==> config.mk <==
export PLATFORM = sky130hd
export DESIGN_NAME = mux21_arbiter
export DESIGN_NICKNAME = d
export VERILOG_FILES = /design/src/rtl/mux21_arbiter.sv
export SDC_FILE = /design/constraint.sdc
export NUM_CORES = 1
export LEC_CHECK = 0
export BUFFER_PORTS_ARGS = -buffer_cell sky130_fd_sc_hd__buf_2
export CAP_MARGIN = 5
export CORE_ASPECT_RATIO = 0.7
export CORE_MARGIN = 5
export CORE_UTILIZATION = 40
export DETAILED_ROUTE_END_ITERATION = 10
export MAX_ROUTING_LAYER = met4
export PLACE_DENSITY = 0.7
export SYNTH_ARGS = -nofsm -noshare
export SYNTH_HDL_FRONTEND = slang
export SYNTH_SLANG_ARGS = --single-unit
export TNS_END_PERCENT = 50
==> constraint.sdc <==
create_clock -name clk -period 2.1 [get_ports clk]
set_input_delay 0.525 -clock clk [delete_from_list [all_inputs] [get_ports clk]]
set_output_delay 0.525 -clock clk [all_outputs]
set_load 0.01 [all_outputs]
==> src/rtl/mux21_arbiter.sv <==
//==============================================================================
// Module   : mux21_arbiter (with mux21)
// Brief    : Round-robin, burst-locking arbiter that shares one 2:1 mux
//            between two valid/ready requesters and feeds one output register.
// Revision : 1.0
//==============================================================================
`default_nettype none

module mux21 #(
    parameter int N = 16
) (
    input  logic [N-1:0] a,
    input  logic [N-1:0] b,
    input  logic         sel,
    output logic [N-1:0] f
);
    assign f = sel ? b : a;
endmodule

module mux21_arbiter #(
    parameter int N        = 16,
    parameter int MAX_HOLD = 4
) (
    input  logic         clk,
    input  logic         rst,
    input  logic [N-1:0] a_data,
    input  logic         a_valid,
    input  logic         a_last,
    output logic         a_ready,
    input  logic [N-1:0] b_data,
    input  logic         b_valid,
    input  logic         b_last,
    output logic         b_ready,
    output logic [N-1:0] f,
    output logic         f_valid,
    input  logic         f_ready,
    output logic         f_src,
    output logic         sel
);

    localparam int            CW        = (MAX_HOLD > 1) ? $clog2(MAX_HOLD) : 1;
    localparam logic [CW-1:0] c_CNT_MAX = CW'(MAX_HOLD - 1);

    typedef enum logic [1:0] {
        S_IDLE  = 2'd0,
        S_GNT_A = 2'd1,
        S_GNT_B = 2'd2
    } state_t;

    state_t        state_q, state_d;
    logic [CW-1:0] cnt_q, cnt_d;
    logic          last_gnt_q, last_gnt_d;   // 0 = A granted last, 1 = B
    logic [N-1:0]  f_q;
    logic          f_valid_q;
    logic          f_src_q;

    logic [N-1:0]  w_mux_f;
    logic          w_slot_free;
    logic          w_accept;
    logic          w_owner_last;

    mux21 #(.N(N)) u_mux (
        .a   (a_data),
        .b   (b_data),
        .sel (sel),
        .f   (w_mux_f)
    );

    assign sel          = (state_q == S_GNT_B);
    assign w_slot_free  = !f_valid_q || f_ready;
    assign a_ready      = (state_q == S_GNT_A) && w_slot_free;
    assign b_ready      = (state_q == S_GNT_B) && w_slot_free;
    assign w_accept     = (a_valid && a_ready) || (b_valid && b_ready);
    assign w_owner_last = sel ? b_last : a_last;

    assign f       = f_q;
    assign f_valid = f_valid_q;
    assign f_src   = f_src_q;

    always_comb begin
        state_d    = state_q;
        cnt_d      = cnt_q;
        last_gnt_d = last_gnt_q;
        case (state_q)
            S_IDLE: begin
                // A wins a tie only when B held the previous grant.
                if (a_valid && (!b_valid || last_gnt_q)) begin
                    state_d    = S_GNT_A;
                    last_gnt_d = 1'b0;
                    cnt_d      = '0;
                end else if (b_valid) begin
                    state_d    = S_GNT_B;
                    last_gnt_d = 1'b1;
                    cnt_d      = '0;
                end
            end
            S_GNT_A, S_GNT_B: begin
                if (w_accept) begin
                    if (w_owner_last || (cnt_q == c_CNT_MAX)) begin
                        state_d = S_IDLE;
                        cnt_d   = '0;
                    end else begin
                        cnt_d = cnt_q + CW'(1);
                    end
                end
            end
            default: state_d = S_IDLE;
        endcase
    end

    always_ff @(posedge clk) begin
        if (rst) begin
            state_q    <= S_IDLE;
            cnt_q      <= '0;
            last_gnt_q <= 1'b1;
        end else begin
            state_q    <= state_d;
            cnt_q      <= cnt_d;
            last_gnt_q <= last_gnt_d;
        end
    end

    // A drain and a load in the same cycle keep the slot full with new data.
    always_ff @(posedge clk) begin
        if (rst) begin
            f_q       <= '0;
            f_valid_q <= 1'b0;
            f_src_q   <= 1'b0;
        end else if (w_accept) begin
            f_q       <= w_mux_f;
            f_valid_q <= 1'b1;
            f_src_q   <= sel;
        end else if (f_ready) begin
            f_valid_q <= 1'b0;
        end
    end

endmodule

`default_nettype wire

# After elaboration in Yosys (flattened, before gate mapping)
# Index checks and enable logic that the tools add are counted.
# classes
n_addsub,1
eq_ne,6
n_mux,16
n_reduce_logical,19
# op_table
operator,n
16-bit two-way mux,1
2-bit two-way mux,8
2-bit case mux with 2 select lines,2
3-bit AND reduction,2
2-bit nonzero test,3
1-bit logical AND,5
1-bit two-way mux,5
"2-bit equality test, second input constant",2
1-bit logical OR,4
"2-bit inequality test, second input constant",2
"3-bit inequality test, second input constant",1
"2-bit by 1-bit adder with 2-bit output, second input constant",1
"2-bit by 1-bit equality test with 1-bit output, second input constant",1
1-bit logical NOT,2
2-bit logical NOT,1
2-bit AND reduction,1
2-bit OR reduction,1
# word_totals
register_bits,23
in_bits,39
output_inout_bits,21
elab_cells,48

# Depth between registers and ports, before layout
# Gate-level depths: netlist of run 1.
# depth
word_depth,7
mapped_depth,8
depth_no_buf,6

# Cells and area by module
# From an unflattened synthesis of run 1, not the netlist that was laid out.
# unflattened
cells_unflattened,137
hier_area_um2,1239.9
# by_module_without_submodules
module,n_inst,cells_per_inst,area_per_inst_um2,seq_area_each_um2
mux21_arbiter,1,119,991.0,460.4
mux21,1,18,249.0,0.0

# Worst setup path before layout of run 1
# Ideal clock, no wire load.
# synth_path
kind,register to output
startpoint,register state_q[0]
endpoint,output b_ready
t_arrival_ps,1296
required_ps,1575
setup_slack_ps,279
stages_incl_launch_ff,7
n_path_buf,2
cell_sequence,dfxtp_1 inv_1 ha_1 buf_6 buf_2 inv_1 nor2_1
# synth_between
elab_chain_len,2
# synth_rtl
item,line,text
start: declaration,50,"state_t state_q, state_d;"
start signal: assignment,117,state_q <= state_d;
2-bit equality test,--,
via sel,38,output logic sel
1-bit logical AND,72,assign b_ready = (state_q == S_GNT_B) && w_slot_free;
end: declaration,33,"output logic b_ready,"
# The timed path passes the listed nets, and every way through them passes these cells.

# Final worst setup path of run 1
# layout_path
startpoint,register state_q[0]
endpoint,output sel
# layout_between
elab_chain_len,1
# layout_rtl
item,line,text
2-bit equality test,69,assign sel = (state_q == S_GNT_B);
end: declaration,38,
# Every way passes these cells.

==> results of run 1 <==
==> logic make-up after synthesis <==
logic type      count (synthesis)
compound gates                 26
simple gates                   33
flops                          23
mux                            19
fa+ha+maj                       4
buf+inv                        10
==> cells in the mapped netlist <==
cell	n	share of area [%]
a22oi_4	1	1.9
nor2_1	19	6.3
or3_1	1	0.56
dfxtp_1	23	41
nand2b_1	4	2.2
buf_2	3	1.3
and2_1	1	0.56
inv_1	3	1.0
buf_6	1	1.0
and4b_1	1	0.89
buf_1	1	0.33
o211a_1	1	0.89
mux2i_1	19	17
a32o_1	2	1.8
nand2_1	2	0.67
or3b_1	1	0.78
a31oi_1	2	1.1
clkbuf_1	2	0.67
a21oi_1	2	0.89
nor2b_1	1	0.56
nor2_4	1	1.0
o21ai_1	1	0.45
or2_2	1	0.56
nand3b_1	1	0.67
ha_1	4	4.5
a311oi_1	1	0.78
a211oi_1	16	11
==> state kept, by name, indices dropped and copies added (netlist names) <==
register and cells:
f 16, cnt_q 2, state_q 2, f_src 1
f_valid 1, last_gnt_q 1
==> worst register-to-register path, delay by kind of cell (launching register included) <==
| kind | cells | cell delay, ps |
|---|---|---|
| AO/OA/AOI/OAI | 2 | 370 |
| adder cells (fa/ha/maj) | 1 | 310 |
| buffers and inverters | 2 | 300 |
| flip-flops | 1 | 340 |
| AND/OR/NAND/NOR | 2 | 380 |
==> layer usage <==
metal  part of all wire (%)  vias to the layer above  wire (um)  global-route usage [%]
li1                       -                      536          -                       -
met1                     42                      471       1190                    17.0
met2                     49                       33       1400                    25.8
met3                    6.5                        6        185                    4.59
met4                    1.9                        0         53                    5.42
met5                      0                        -          0                       -
==> final cells by class <==
type                            instances  share of cell area [%]
Clock buffer                            4                    3.00
Inverter                                3                   0.749
Multi-Input combinational cell         82                    40.9
Sequential cell                        23                    30.6
Tap cell                               36                    3.00
Timing Repair Buffer                   61                    21.7
==> metrics by stage <==
stage / area, um2 / hold slack (ps) / utilization [%] / setup WS (ps)
CTS: 1500 / 493 / 54.7 / 40.5
floorplan: 1120 / 452 / - / 279
global route: 1500 / 512 / 54.8 / 66.1
global placement: 1450 / 463 / 53.0 / 432
finish: 1500 / 495 / 54.8 / 143
detailed placement: 1450 / 482 / 53.0 / 335
==> power by group through the flow <==
stage                     clock network, uW  registers, uW  logic (uW)
after floorplan                           0            699         536
after global placement                    0            645         832
after detailed placement                  0            653         862
after CTS                               281            644         866
after global routing                    297            663         948
final                                   267            642         858
==> timing repair <==
item                       4_1_cts  5_1_grt
resized for setup                0        1
hold buffers                     0        0
setup endpoints to repair        0        1
setup buffers                    0        0
==> placed cells by master, fill, tap and decap left out, types with 3 or more instances in the layout <==
| cell | count |
|---|---|
| clkbuf_8 | 3 |
| nand2b_1 | 4 |
| dfxtp_1 | 23 |
| inv_1 | 3 |
| mux2i_1 | 19 |
| a211oi_1 | 16 |
| buf_2 | 59 |
| nor2_1 | 19 |
| ha_1 | 4 |
==> final timing paths <==
check	startpoint	end	slack [ps]	depth (start not counted)
worst min-delay path	cnt_q[1]	cnt_q[1]	500	2
worst max-delay path	state_q[0]	sel	140	4
worst max register to register	state_q[0]	f[13]	320	7
worst min register to register	cnt_q[1]	cnt_q[1]	500	2
==> results.sh, run 1 <==
export IMPL_antennaDiodeCount=0
export IMPL_syn_instance_count=115
export IMPL_grt_max_degree=26
export IMPL_fin_skew_ps=4.73
export IMPL_power_switching_uw=663
export IMPL_avgSynthCellArea_um2=9.77
export IMPL_regArea_um2=460
export IMPL_finalNetCount=217
export IMPL_dieArea_um2=3990
export IMPL_synth_cell_type_count=27
export IMPL_grt_ovfl_total=0
export IMPL_hold_class="register to register"
export IMPL_path_class="register to output pin"
export IMPL_worstPathCellList="inv_1 -> ha_1 -> buf_6 -> buf_2"
export IMPL_finalSetupViolations=0
export IMPL_io_buffers=59
export IMPL_fin_cells=209
export IMPL_synth_simple_area_share_pct=14.8
export IMPL_ctsLongestPathBuffers=2
export IMPL_wl_per_cell_um=13.5
export IMPL_h_tree_depth=1
export IMPL_p_clk_share_pct=15.1
export IMPL_p_total_uw=1770
export IMPL_tightest_slew_ps=426
export IMPL_critPathMaxStageDelay_ps=340
export IMPL_worst_ep_required_time_ps=1570
export IMPL_insertion_delay_ps=260
export IMPL_hold_viol_final=0
export IMPL_syn_num_nets=158
export IMPL_dp_hpwl_um=2280
export IMPL_place_inst=205
export IMPL_multiInputGateArea_um2=614
export IMPL_synth_compound_area_share_pct=18.5
export IMPL_num_rows=16
export IMPL_drive_above_1_share_pct=38.7
export IMPL_detail_route_antenna_nets=0
export IMPL_synth_mux_area_fraction_pct=16.9
export IMPL_clk_pin_slew_ps=80
export IMPL_syn_area_um2=1120
export IMPL_start_util_pct=41.0
export IMPL_num_fill_cells=259
export IMPL_die_w_um=73.3
export IMPL_grt_pass1_vias=1037
export IMPL_relSlewSlack_pct=71.6
export IMPL_route_final_wire_length_um=2830
export IMPL_p_per_area_nw_per_um2=1180
export IMPL_grt_pass1_wl_um=4460
export IMPL_synth_xor_area_share_pct=0
export IMPL_vias=1046
export IMPL_worstPathMaxFanout=17
export IMPL_cts_root_buf="clkbuf_8"
export IMPL_ioPinCount=60
export IMPL_tns_ps=0
export IMPL_synth_top_family_by_area="compound AO/OA/AOI/OAI gates"
export IMPL_fin_crit_sh_pct=93.2
export IMPL_rsz0062_at_grt="false"
export IMPL_maxSlewViolCount=0
export IMPL_yosysWarnings=0
export IMPL_ys_seq_elements=23
export IMPL_max_cap_violations=0
export IMPL_p_seq_share_pct=36.3
export IMPL_clock_sinks=23
export IMPL_critPathArrivalTime_ps=1430
export IMPL_vias_per_cell=5.00
export IMPL_endpoint_kind="output pin"
export IMPL_fin_crit_ps=1960
export IMPL_track_usage_pct=15.1
export IMPL_synth_sequential_area_ratio_pct=41.0
export IMPL_area_growth_pct=33.7
export IMPL_path_buf_inv=3
export IMPL_dr_pass1_iters=4
export IMPL_first_iter_violations=32
export IMPL_globalplace_congestion=0.745
export IMPL_start_kind="register"
export IMPL_leakage_uw=0.000672
export IMPL_p_sw_share_pct=37.5
export IMPL_status="finished, final reports clean"
export IMPL_synthAdderAreaFrac_pct=4.45
export IMPL_die_y_um=54.3
export IMPL_drc=0
export IMPL_power_report_internal_total_uw=1100
export IMPL_fmax_mhz=511
export IMPL_peakVddDrop_mv=0.642
export IMPL_core_area_um2=2740
export IMPL_crit_family="buffers and inverters"
export IMPL_cts_tree="built"
export IMPL_numCtsBuffers=3
export IMPL_slowest_stage="dfxtp_1"
export IMPL_combPwrFrac_pct=48.6
export IMPL_antenna_found_initial=0
Note: power is estimated with default switching activity, not from simulation.
==> run 2, diff against run 1 <==
--- a/config.mk
+++ b/config.mk
@@ -9,10 +9,11 @@
 export CAP_MARGIN = 5
 export CORE_ASPECT_RATIO = 0.7
 export CORE_MARGIN = 5
-export CORE_UTILIZATION = 40
+export CORE_UTILIZATION = 35
 export DETAILED_ROUTE_END_ITERATION = 10
+export GPL_ROUTABILITY_DRIVEN = 0
 export MAX_ROUTING_LAYER = met4
-export PLACE_DENSITY = 0.7
+export PLACE_DENSITY = 0.72
 export SYNTH_ARGS = -nofsm -noshare
 export SYNTH_HDL_FRONTEND = slang
 export SYNTH_SLANG_ARGS = --single-unit
==> run 2 against run 1 <==
Register-to-register slack lost 60 ps; largest power group unchanged; clock power hardly changed; die area rose by 12%; core utilization is 7.2 points lower.
==> results.sh, run 2 (synthesis results as in run 1) <==
export IMPL_layout_common_cells="59 x buf_2, 23 x dfxtp_1, 19 x nor2_1, 19 x mux2i_1, 16 x a211oi_1"
export IMPL_p_sw_share_pct=37.8
export IMPL_die_y_um=57.4
export IMPL_drive_above_1_share_pct=38.7
export IMPL_ctsLongestPathBuffers=2
export IMPL_p_clk_share_pct=15.5
export IMPL_ioPinCount=60
export IMPL_detail_route_antenna_nets=0
export IMPL_insertion_delay_ps=260
export IMPL_p_seq_share_pct=36.8
export IMPL_p_per_area_nw_per_um2=1170
export IMPL_die_w_um=77.7
export IMPL_antennaDiodeCount=0
export IMPL_hp_start="cnt_q[1]"
export IMPL_placed_cell_area_um2=1440
export IMPL_largest_register_ffs=16
export IMPL_wl_per_cell_um=13.0
export IMPL_fin_crit_sh_pct=94.4
export IMPL_timing_rr_start="state_q[0]"
export IMPL_hold_viol_final=0
export IMPL_num_fill_cells=280
export IMPL_h_tree_depth=1
export IMPL_tightest_slew_ps=424
export IMPL_postCtsSetupBuffers=0
export IMPL_final_common_cell="buf_2"
export IMPL_combPwrFrac_pct=47.7
export IMPL_area_growth_pct=32.5
export IMPL_grt_max_degree=34
export IMPL_vias_per_cell=4.88
export IMPL_io_buffers=59
export IMPL_cts_tree="built"
export IMPL_peakVddDrop_mv=0.478
export IMPL_power_report_internal_total_uw=1080
export IMPL_use_met1_pct=14.5
export IMPL_grt_pass1_vias=992
export IMPL_grt_pass1_wl_um=4490
export IMPL_use_met3_pct=3.00
export IMPL_numCtsBuffers=3
export IMPL_first_iter_violations=51
export IMPL_clk_pin_slew_ps=80
export IMPL_finalNetCount=217
export IMPL_relSlewSlack_pct=71.8
export IMPL_start_util_pct=35.9
export IMPL_grt_ovfl_total=0
export IMPL_tns_ps=0
export IMPL_dr_pass1_iters=4
export IMPL_cts_root_buf="clkbuf_8"
export IMPL_path_class="register to output pin"
export IMPL_dieArea_um2=4460
export IMPL_fin_skew_ps=5.40
export IMPL_route_final_wire_length_um=2750
export IMPL_endpoint_kind="output pin"
export IMPL_worst_ep_required_time_ps=1570
export IMPL_fin_area_um2=1490
export IMPL_finalSetupViolations=0
export IMPL_rsz0062_at_grt="false"
export IMPL_grt_most_used_layer="met2"
export IMPL_num_rows=17
export IMPL_drc=0
export IMPL_clock_sinks=23
export IMPL_core_area_um2=3130
export IMPL_hold_class="register to register"
export IMPL_ctsResizeCount=0
export IMPL_leakage_uw=0.000668
export IMPL_fin_crit_ps=1980
export IMPL_antenna_found_initial=0
export IMPL_max_cap_violations=0
export IMPL_vias=1030
export IMPL_status="finished, final reports clean"
export IMPL_power_switching_uw=659
export IMPL_dp_hpwl_um=2150
export IMPL_use_met2_pct=21.5
export IMPL_critPathArrivalTime_ps=1460
export IMPL_worstPathMaxFanout=7
export IMPL_fmax_mhz=505
export IMPL_maxSlewViolCount=0
export IMPL_crit_start="state_q[0]"
export IMPL_start_kind="register"
export IMPL_ctsHoldBuffers=0
export IMPL_track_usage_pct=12.5
-- run 2: changes by cell type in the layout (fill, tap and decap cells not counted) --
| cell | before | now |
|---|---|---|
| buf_4 | 0 | 2 |
| buf_12 | 1 | 0 |
| buf_6 | 1 | 0 |
-- run 2: routing by layer --
layer	vias up	share of wire, %
met5	-	0
met4	0	0
met3	0	7.3
met2	39	51
met1	458	42
li1	533	-
-- run 2: final timing paths --
check | end | cells after the start | slack (ps)
worst max-delay path | b_ready | 5 | 120
worst min-delay path | cnt_q[1] | 2 | 490
worst max register to register | f[6] | 7 | 260
worst min register to register | cnt_q[1] | 2 | 490
-- run 2: power by group through the flow --
stage	sequential [uW]	clock [uW]	combinational, uW
2_1_floorplan	699	0	536
3_3_place_gp	645	0	804
3_5_place_dp	648	0	839
4_1_cts	641	282	839
5_1_grt	660	299	916
6_report	641	270	831
-- run 2: critical path: stages, from the launching register on --
cell and delay (ps):
dfxtp_1 330, inv_1 90, ha_1 400, inv_1 120, nor2_1 110, buf_2 140
-- run 2: cell type report --
type / instances / area [um2] / area share (%)
Clock buffer: 4 / 45.0 / 3.03
Inverter: 3 / 11.3 / 0.756
Multi-Input combinational cell: 82 / 614 / 41.3
Sequential cell: 23 / 460 / 30.9
Tap cell: 38 / 47.5 / 3.19
Timing Repair Buffer: 61 / 310 / 20.8
-- run 2: stage by stage --
stage                     setup WS (ps)  hold slack (ps)  utilization [%]  std cells  power, uW
after floorplan                     279              452                -        115       1240
after global placement              435              462             46.2        207       1450
after detailed placement            272              480             46.2        207       1490
after CTS                           116              493             47.6        211       1760
after global routing               31.8              524             47.6        211       1880
final                               118              487             47.6        211       1740
==> run 3, diff against run 2 <==
--- a/config.mk
+++ b/config.mk
@@ -7,13 +7,15 @@
 export LEC_CHECK = 0
 export BUFFER_PORTS_ARGS = -buffer_cell sky130_fd_sc_hd__buf_2
 export CAP_MARGIN = 5
+export CELL_PAD_IN_SITES_DETAIL_PLACEMENT = 1
+export CELL_PAD_IN_SITES_GLOBAL_PLACEMENT = 2
 export CORE_ASPECT_RATIO = 0.7
 export CORE_MARGIN = 5
-export CORE_UTILIZATION = 35
+export CORE_UTILIZATION = 24
 export DETAILED_ROUTE_END_ITERATION = 10
 export GPL_ROUTABILITY_DRIVEN = 0
 export MAX_ROUTING_LAYER = met4
-export PLACE_DENSITY = 0.72
+export PLACE_DENSITY = 0.84
 export SYNTH_ARGS = -nofsm -noshare
 export SYNTH_HDL_FRONTEND = slang
 export SYNTH_SLANG_ARGS = --single-unit
==> constraint.sdc (replaced) <==
create_clock -name clk -period 1.95 [get_ports clk]
set_input_delay 0.4875 -clock clk [delete_from_list [all_inputs] [get_ports clk]]
set_output_delay 0.4875 -clock clk [all_outputs]
set_load 0.01 [all_outputs]
==> run 3 against run 2 <==
Final area is 2.9% higher; sequential power grew 8.9%; critical path depth decreased by 1; first-iteration DRC count shrank 78%; register-to-register slack improved by 80 ps; clock skew fell by 2.6 ps; core utilization shrank 13 points; critical path type unchanged; largest power group unchanged.
==> results.sh, run 3 (synthesis results as in run 1) <==
export IMPL_ctsLongestPathBuffers=2
export IMPL_start_kind="register"
export IMPL_slowest_stage="dfxtp_1"
export IMPL_first_iter_violations=11
export IMPL_regArea_um2=460
export IMPL_p_seq_share_pct=35.8
export IMPL_final_common_cell="buf_2"
export IMPL_power_switching_uw=752
export IMPL_num_fill_cells=527
export IMPL_status="finished, final reports clean"
export IMPL_combPwrFrac_pct=49.0
export IMPL_io_buffers=59
export IMPL_fin_crit_ps=1800
export IMPL_die_y_um=67.2
export IMPL_critPathArrivalTime_ps=1310
export IMPL_maxSlewViolCount=0
export IMPL_antenna_found_initial=0
export IMPL_wl_per_cell_um=14.9
export IMPL_clock_sinks=23
export IMPL_path_class="register to output pin"
export IMPL_power_report_internal_total_uw=1200
export IMPL_multiInputGateArea_um2=617
export IMPL_path_buf_inv=3
export IMPL_finalNetCount=218
export IMPL_dieArea_um2=6170
export IMPL_rsz0062_at_grt="false"
export IMPL_leakage_uw=0.000675
export IMPL_cts_tree="built"
export IMPL_tns_ps=0
export IMPL_h_tree_depth=1
export IMPL_fin_crit_sh_pct=92.2
export IMPL_placed_cell_area_um2=1490
export IMPL_dr_pass1_iters=3
export IMPL_largest_register_ffs=16
export IMPL_peakVddDrop_mv=0.346
export IMPL_num_rows=20
export IMPL_tightest_slew_ps=455
export IMPL_critPathMaxStageDelay_ps=330
export IMPL_p_sw_share_pct=38.6
export IMPL_fin_skew_ps=2.77
export IMPL_drive_above_1_share_pct=39.7
export IMPL_worstPathCellList="inv_1 -> ha_2 -> buf_4 -> buf_2"
export IMPL_fmax_mhz=556
export IMPL_hold_viol_final=0
export IMPL_p_clk_share_pct=15.2
export IMPL_p_per_area_nw_per_um2=1270
export IMPL_grt_ovfl_total=0
export IMPL_clk_pin_slew_ps=80
export IMPL_ioPinCount=60
export IMPL_area_growth_pct=36.4
export IMPL_hold_class="register to register"
export IMPL_grt_pass1_vias=1202
export IMPL_start_util_pct=25.4
export IMPL_relSlewSlack_pct=69.6
export IMPL_worstPathMaxFanout=8
export IMPL_core_area_um2=4430
export IMPL_drc=0
export IMPL_vias_per_cell=4.72
export IMPL_antennaDiodeCount=0
export IMPL_vias=1082
export IMPL_endpoint_kind="output pin"
export IMPL_grt_pass1_wl_um=5580
export IMPL_worst_ep_required_time_ps=1460
export IMPL_route_final_wire_length_um=3410
export IMPL_track_usage_pct=12.0
export IMPL_dp_hpwl_um=2770
export IMPL_ctsHoldBuffers=0
export IMPL_layout_common_cells="59 x buf_2, 23 x dfxtp_1, 19 x nor2_1, 19 x mux2i_1, 16 x a211oi_1"
export IMPL_max_cap_violations=0
export IMPL_die_w_um=91.8
export IMPL_finalSetupViolations=0
export IMPL_detail_route_antenna_nets=0
export IMPL_numCtsBuffers=3
export IMPL_cts_root_buf="clkbuf_8"
export IMPL_insertion_delay_ps=260
export IMPL_fin_area_um2=1530
export IMPL_grt_max_degree=33
export IMPL_crit_family="buffers and inverters"
==> run 3: cell count changes in the layout (fill, tap and decap cells not counted), sizes merged <==
cell and delta:
buf +1
==> run 3: cell type report <==
class                           instances  share of cell area [%]
Clock buffer                            4                    2.94
Inverter                                3                   0.735
Multi-Input combinational cell         82                    40.2
Sequential cell                        23                    30.0
Tap cell                               55                    4.49
Timing Repair Buffer                   62                    21.6
==> run 3: per-layer routing <==
metal	track usage, %	share of wire (%)	vias to the layer above	wire length, um
li1	-	-	533	-
met2	21.6	48	38	1650
met5	-	0	-	0
met3	4.23	7.7	2	262
met4	3.89	1.1	0	36
met1	12.5	43	509	1460
==> run 3: worst paths after layout <==
check,from,end,slack [ps],cells past startpoint
worst max-delay path,state_q[0],sel,150,4
worst min-delay path,f[1],f[1],510,2
worst max register to register,state_q[1],state_q[1],340,6
worst min register to register,f[1],f[1],510,2
==> run 3: worst register-to-register path, stage by stage, from the launching register on <==
cell and delay, ps:
dfxtp_1 380, inv_1 80, ha_1 230, a22oi_4 210, o21ai_1 130, and4b_1 230
a32o_1 260
==> run 3: what timing repair did <==
| item | CTS | global route |
|---|---|---|
| setup buffers | 0 | 0 |
| endpoints found under the setup margin | 0 | 1 |
| resized for setup | 0 | 1 |
==> run 3: power groups by stage <==
stage,Combinational [uW],Sequential (uW),Clock (uW)
6_report,955,698,295
5_1_grt,1060,719,337
4_1_cts,971,699,315
3_5_place_dp,969,708,0
3_3_place_gp,921,697,0
2_1_floorplan,577,753,0
==> run 3: per-stage QoR <==
step / total power [uW] / utilization [%] / setup WS, ps / hold slack, ps / std cells
floorplan: 1330 / - / 167 / 452 / 115
global placement: 1620 / 33.5 / 382 / 466 / 225
detailed placement: 1680 / 33.5 / 265 / 501 / 225
CTS: 1980 / 34.5 / 64.8 / 512 / 229
global route: 2120 / 34.6 / 46.9 / 528 / 229
finish: 1950 / 34.6 / 153 / 506 / 229
